[config.mk]
export PLATFORM = sky130hd
export DESIGN_NAME = spi_master_rx_multi
export DESIGN_NICKNAME = d
export VERILOG_FILES = /design/src/rtl/spi_master_rx_multi.sv
export SDC_FILE = /design/constraint.sdc
export NUM_CORES = 1
export LEC_CHECK = 0
export CAP_MARGIN = 5
export CORE_MARGIN = 3
export CORE_UTILIZATION = 48
export CTS_CLUSTER_DIAMETER = 60
export DETAILED_ROUTE_END_ITERATION = 8
export PLACE_DENSITY = 0.67
export SLEW_MARGIN = 20
export SYNTH_ARGS = -nofsm -noshare
export SYNTH_HDL_FRONTEND = slang
export SYNTH_SLANG_ARGS = --single-unit
[constraint.sdc]
create_clock -name clk -period 5.9 [get_ports clk]
set_clock_uncertainty 0.15 [all_clocks]
set_input_delay 0.59 -clock clk [delete_from_list [all_inputs] [get_ports clk]]
set_output_delay 0.59 -clock clk [all_outputs]
set_load 0.02 [all_outputs]
[src/rtl/spi_master_rx_multi.sv]
// Multi-lane (std/dual/quad) SPI receive path: packs sampled lanes into words and queues them in a small FIFO.
// Define SPI_RX_LSB_FIRST_EN to add the lsb_first port for LSB-first shifting.
module spi_master_rx_multi #(
    parameter int WORD_W     = 32,
    parameter int CNT_W      = 16,
    parameter int FIFO_DEPTH = 2
) (
    input  logic              clk,
    input  logic              rstn,
    input  logic              en,
    input  logic              rx_edge,
    input  logic [1:0]        mode,
    input  logic [3:0]        sdi,
    input  logic [CNT_W-1:0]  counter_in,
    input  logic              counter_in_upd,
`ifdef SPI_RX_LSB_FIRST_EN
    input  logic              lsb_first,
`endif
    output logic              rx_done,
    output logic [WORD_W-1:0] data_o,
    output logic              data_valid_o,
    input  logic              data_ready_i,
    output logic              overflow_o
);

    localparam int PTR_W = $clog2(FIFO_DEPTH);
    localparam int WC_W  = $clog2(WORD_W) + 1;

    typedef enum logic {IDLE, RECV} state_t;

    state_t              state;
    logic [1:0]          lanes_q;
    logic [CNT_W-1:0]    bit_cnt;
    logic [CNT_W-1:0]    beat_cnt;
    logic [WC_W-1:0]     word_cnt;
    logic [WORD_W-1:0]   shift;
    logic [WORD_W-1:0]   mem [FIFO_DEPTH];
    logic [PTR_W:0]      wr_ptr;
    logic [PTR_W:0]      rd_ptr;

    logic                beat;
    logic                final_beat;
    logic                word_done;
    logic                pop;
    logic                push_ok;
    logic                full;
    logic                empty;
    logic                lsb_eff;
    logic [1:0]          mode_lanes;
    logic [1:0]          lanes_eff;
    logic [CNT_W:0]      bits_eff;
    logic [CNT_W:0]      beat_target;
    logic [CNT_W:0]      beat_next;
    logic [WC_W-1:0]     word_beats;
    logic [WORD_W-1:0]   shift_next;

    // Lane code: 0 = one lane, 1 = two lanes, 2 = four lanes.
    always_comb begin
        case (mode)
            2'b01:   mode_lanes = 2'd1;
            2'b10:   mode_lanes = 2'd2;
            default: mode_lanes = 2'd0;
        endcase
    end

    assign lanes_eff = (state == IDLE) ? mode_lanes : lanes_q;

`ifdef SPI_RX_LSB_FIRST_EN
    logic lsb_q;

    always_ff @(posedge clk or negedge rstn) begin
        if (!rstn) begin
            lsb_q <= 1'b0;
        end else if (rx_edge && en && state == IDLE) begin
            lsb_q <= lsb_first;
        end
    end

    assign lsb_eff = (state == IDLE) ? lsb_first : lsb_q;
`else
    assign lsb_eff = 1'b0;
`endif

    assign beat     = rx_edge & en;
    assign bits_eff = (bit_cnt == '0) ? (CNT_W+1)'(1) : {1'b0, bit_cnt};

    always_comb begin
        case (lanes_eff)
            2'd1: begin
                beat_target = (bits_eff + (CNT_W+1)'(1)) >> 1;
                word_beats  = WC_W'(WORD_W / 2);
            end
            2'd2: begin
                beat_target = (bits_eff + (CNT_W+1)'(3)) >> 2;
                word_beats  = WC_W'(WORD_W / 4);
            end
            default: begin
                beat_target = bits_eff;
                word_beats  = WC_W'(WORD_W);
            end
        endcase
    end

    // A target lowered mid-transfer below the beats already taken ends the transfer on the next beat.
    assign beat_next  = {1'b0, beat_cnt} + (CNT_W+1)'(1);
    assign final_beat = beat_next >= beat_target;
    assign rx_done    = beat & final_beat;
    assign word_done  = beat & (((word_cnt + WC_W'(1)) == word_beats) | final_beat);

    always_comb begin
        shift_next = shift;
        case (lanes_eff)
            2'd1:    shift_next = lsb_eff ? {sdi[1:0], shift[WORD_W-1:2]}
                                          : {shift[WORD_W-3:0], sdi[1:0]};
            2'd2:    shift_next = lsb_eff ? {sdi[3:0], shift[WORD_W-1:4]}
                                          : {shift[WORD_W-5:0], sdi[3:0]};
            default: shift_next = lsb_eff ? {sdi[0], shift[WORD_W-1:1]}
                                          : {shift[WORD_W-2:0], sdi[0]};
        endcase
    end

    always_ff @(posedge clk or negedge rstn) begin
        if (!rstn) begin
            state    <= IDLE;
            lanes_q  <= 2'd0;
            bit_cnt  <= CNT_W'(8);
            beat_cnt <= '0;
            word_cnt <= '0;
            shift    <= '0;
        end else begin
            if (counter_in_upd) begin
                bit_cnt <= counter_in;
            end
            if (beat) begin
                if (state == IDLE) begin
                    lanes_q <= mode_lanes;
                end
                shift    <= word_done ? '0 : shift_next;
                word_cnt <= word_done ? '0 : word_cnt + WC_W'(1);
                if (final_beat) begin
                    state    <= IDLE;
                    beat_cnt <= '0;
                end else begin
                    state    <= RECV;
                    beat_cnt <= beat_cnt + CNT_W'(1);
                end
            end
        end
    end

    assign empty        = (wr_ptr == rd_ptr);
    assign full         = (wr_ptr[PTR_W] != rd_ptr[PTR_W]) &&
                          (wr_ptr[PTR_W-1:0] == rd_ptr[PTR_W-1:0]);
    assign pop          = ~empty & data_ready_i;
    assign push_ok      = word_done & (~full | pop);
    assign data_valid_o = ~empty;
    assign data_o       = empty ? '0 : mem[rd_ptr[PTR_W-1:0]];

    always_ff @(posedge clk) begin
        if (push_ok) begin
            mem[wr_ptr[PTR_W-1:0]] <= shift_next;
        end
    end

    // A word lost to a full FIFO is reported even if a count reload lands in the same cycle.
    always_ff @(posedge clk or negedge rstn) begin
        if (!rstn) begin
            wr_ptr     <= '0;
            rd_ptr     <= '0;
            overflow_o <= 1'b0;
        end else begin
            if (push_ok) begin
                wr_ptr <= wr_ptr + (PTR_W+1)'(1);
            end
            if (pop) begin
                rd_ptr <= rd_ptr + (PTR_W+1)'(1);
            end
            if (word_done && full && !pop) begin
                overflow_o <= 1'b1;
            end else if (counter_in_upd) begin
                overflow_o <= 1'b0;
            end
        end
    end

endmodule

==> run summary <==
Max Root-Sink Buffers - 2
largest net degree at the start of global routing - 78
Reg2Reg Capture Point - shift[3]
post-route cell area - 9330 sq um
root buffer cell - clkbuf_16
met1 Track Usage GR - 0.257
vias - 6090
Worst Path Buf+Inv - 1
clock network fraction of design power - 0.322
Core Footprint - 16200 sq um
hold_buf cts - 0
die area - 18400 sq um
Cells after Synth - 814
R2R Path Start - bit_cnt[8]
top_reg_cell synth - dfrtp_1
Syn-to-layout area delta - 15.6%
Vias per Instance - 5.71
IO Port Bufs - 62
Num CTS Buffers - 17
share of cells above drive strength 1 - 0.133
period utilisation layout - 0.935
number of flops mapped to enable cells by yosys - 64
Max Clk Rate - 0.181 GHz
Tmin final - 5520 ps
# Post-CTS Setup Buffers - 0
crit-path leading delay family - simple AND/OR/NAND/NOR gates
gr ovfl total - 0
FP Rows - 46
worst hold slack - -18.7 ps
Pleak - 3.75 nW
Die X - 136 microns
RSZ-0062 raised after global routing - no
Sw Pwr - 1.06 mW
initial core utilization - 0.499
Worst Path Arrival - 4780 ps
nets@finish - 888
sequential power share - 0.379
Crit. End Element - output pin
Yosys cell types - 65
Mapped Area - 8070 sq um
cell internal pwr - 2.13 mW
reg2reg setup slack - 710 ps
endpoints failing setup - 0
kind of critical path - register to output pin
Worst path depth - 16
Max-Cap Viols - 0
busiest grt layer - met2
Max Transition Viols Final - 0
Setup crit end - rx_done
Gate power share - 0.299
Post-Syn Nets - 865
CP peak stage delay - 620 ps
violated checks - hold timing
sequential area share after synthesis - 0.477
Async SR Flop Fraction - 0.546
CTS tree - built
global-route wire length before repair - 29100 microns
Post-CTS Resized - 0
Synthesis Warnings - 0
Pwr Density - 343 nW/um^2
slowest CP cell - clkdlybuf4s50_1
Ports - 63
Post-DP HPWL - 11600 microns
total power - 3.20 mW
Worst Max-Slew Pin Slew - 1070 ps
via count of the first global-routing pass - 5873
status - finished with violations
CP Launch Type - register
1st-pass router iterations - 5
sw frac - 0.332
Max VDD drop - 0.210 mV
gpl congestion - 0.828
worst reg2reg path depth - 16
CTS clk-pin slew, worst paths - 60 ps
Worst Hold Class - input port to async pin
Worst Setup SP - bit_cnt[8]
Mapped Avg Cell Area - 9.91 sq um
met2 Track Usage GR - 0.332
final hold violation count - 7
clk_lat worst skew - 410 ps
die height - 136 microns
wire per inst - 16.5 microns
CP Cell Sequence - nor4_2 > a41oi_1 > ha_1 > nand3b_1 > or2_2 > nor2_1 > xor2_1 > a221o_1 > o21ai_0 > ha_1 > and3_1 > nand3_1 > a311oi_2 > nor2_4 > nor2_1 > clkdlybuf4s50_1
Iter 0 DRT Violations - 413
TNS Setup - 0 ps
met3 Resource Use GR - 0.0331
synthesis-stage register bit count - 141
DRC Markers - 0
WL final - 17500 microns
H-tree lvl count - 4
ANT nets after route - 0
Critical Path RT - 5160 ps
relative slew slack - 0.288
initial antenna violation count - 0
CP max FO - 10
Diodes inserted - 0
fillers - 1370
clk sinks - 141
Placement Cell Area - 8720 sq um
total track usage - 0.197
==> metal layers <==
metal  wire, microns  up-vias
li1                -     2974
met5               0        -
met2            8750      172
met1            7780     2923
met4             272        0
met3             742       21
==> layout make-up <==
cell class | count | area, sq um | share of cell area
clock buffers | 17 | 425 | 0.0456
clock inverters | 15 | 144 | 0.0154
inverters | 13 | 48.8 | 0.00523
multi-input cells | 592 | 3880 | 0.416
flip-flops and latches | 141 | 3850 | 0.413
well taps | 216 | 270 | 0.0290
repair buffers | 72 | 706 | 0.0757
==> cell usage after synthesis, types with 2 or more instances <==
cell	instances	area (sq um)
ha_1	23	288
nor3_2	2	20.0
and3_1	4	25.0
or3_1	5	31.3
o211ai_1	2	15.0
nand2_1	137	514
nand3_2	2	20.0
mux2_2	14	158
dfrtp_1	76	1900
o31ai_1	9	67.6
a32o_1	7	70.1
buf_4	4	30.0
mux2i_1	33	330
o21ai_2	29	254
nor4_1	6	37.5
nor3_1	11	55.1
clkbuf_1	49	184
o21ai_0	66	330
nor2_1	63	236
or2_2	4	25.0
buf_2	7	35.0
and2_1	4	25.0
xor2_1	21	184
buf_1	3	11.3
xnor2_1	24	210
a21oi_1	13	65.1
a21o_1	6	45.0
nand3b_1	3	22.5
nand2b_1	4	25.0
nand3_1	14	70.1
buf_8	3	45.0
inv_1	13	48.8
a221o_1	12	120
nor3b_1	5	37.5
edfxtp_1	64	1920
a32oi_1	2	17.5
nand4_1	13	81.3
a22oi_1	30	225
==> placed cells by master (no fill, tap or decap), types with 24 or more instances in the layout <==
cell type / synthesis / layout
clkdlybuf4s50_1: 0 / 61
xnor2_1: 24 / 24
o21ai_0: 66 / 66
edfxtp_1: 64 / 64
nor2_1: 63 / 61
dfrtp_1: 76 / 75
o21ai_2: 29 / 29
a22oi_1: 30 / 30
mux2i_1: 33 / 33
nand2_1: 137 / 136
==> cells by family after synthesis <==
| logic type | after synthesis | share of synthesized area |
|---|---|---|
| simple gates | 285 | 0.161 |
| compound gates | 191 | 0.169 |
| flops | 141 | 0.477 |
| buf+inv | 81 | 0.0459 |
| mux | 47 | 0.0605 |
| xor+xnor | 46 | 0.0509 |
| fa+ha+maj | 23 | 0.0357 |
==> sequential cells by signal, summed over array words and instances (netlist names) <==
register    flops
beat_cnt       16
bit_cnt        16
overflow_o      1
mem            64
word_cnt        6
wr_ptr          2
rd_ptr          2
state           1
lanes_q         2
shift          31
==> stage by stage <==
stage	utilization	setup WS [ps]	std cells
global route	0.577	10.3	1066
floorplan	-	482	814
detailed placement	0.539	411	1033
finish	0.577	385	1066
CTS	0.574	178	1065
global placement	0.539	481	1033
==> worst min path at each step <==
stage,startpoint,end,slack [ps],depth (start not counted)
after floorplan,rstn,beat_cnt[0],140,0
after global placement,shift[30],shift[30],310,2
after global routing,rstn,bit_cnt[7],3,1
final,rstn,bit_cnt[7],-20,1
after CTS,rstn,bit_cnt[7],240,1
after detailed placement,shift[30],shift[30],330,2
==> power by group through the flow <==
stage	combinational (mW)	clock (mW)	sequential, mW
after detailed placement	0.963	0	1.23
after global routing	1.06	1.09	1.22
after global placement	0.939	0	1.22
after CTS	0.965	1.05	1.21
final	0.955	1.03	1.21
after floorplan	0.709	0	1.18
(Power assumes the default switching activity.)
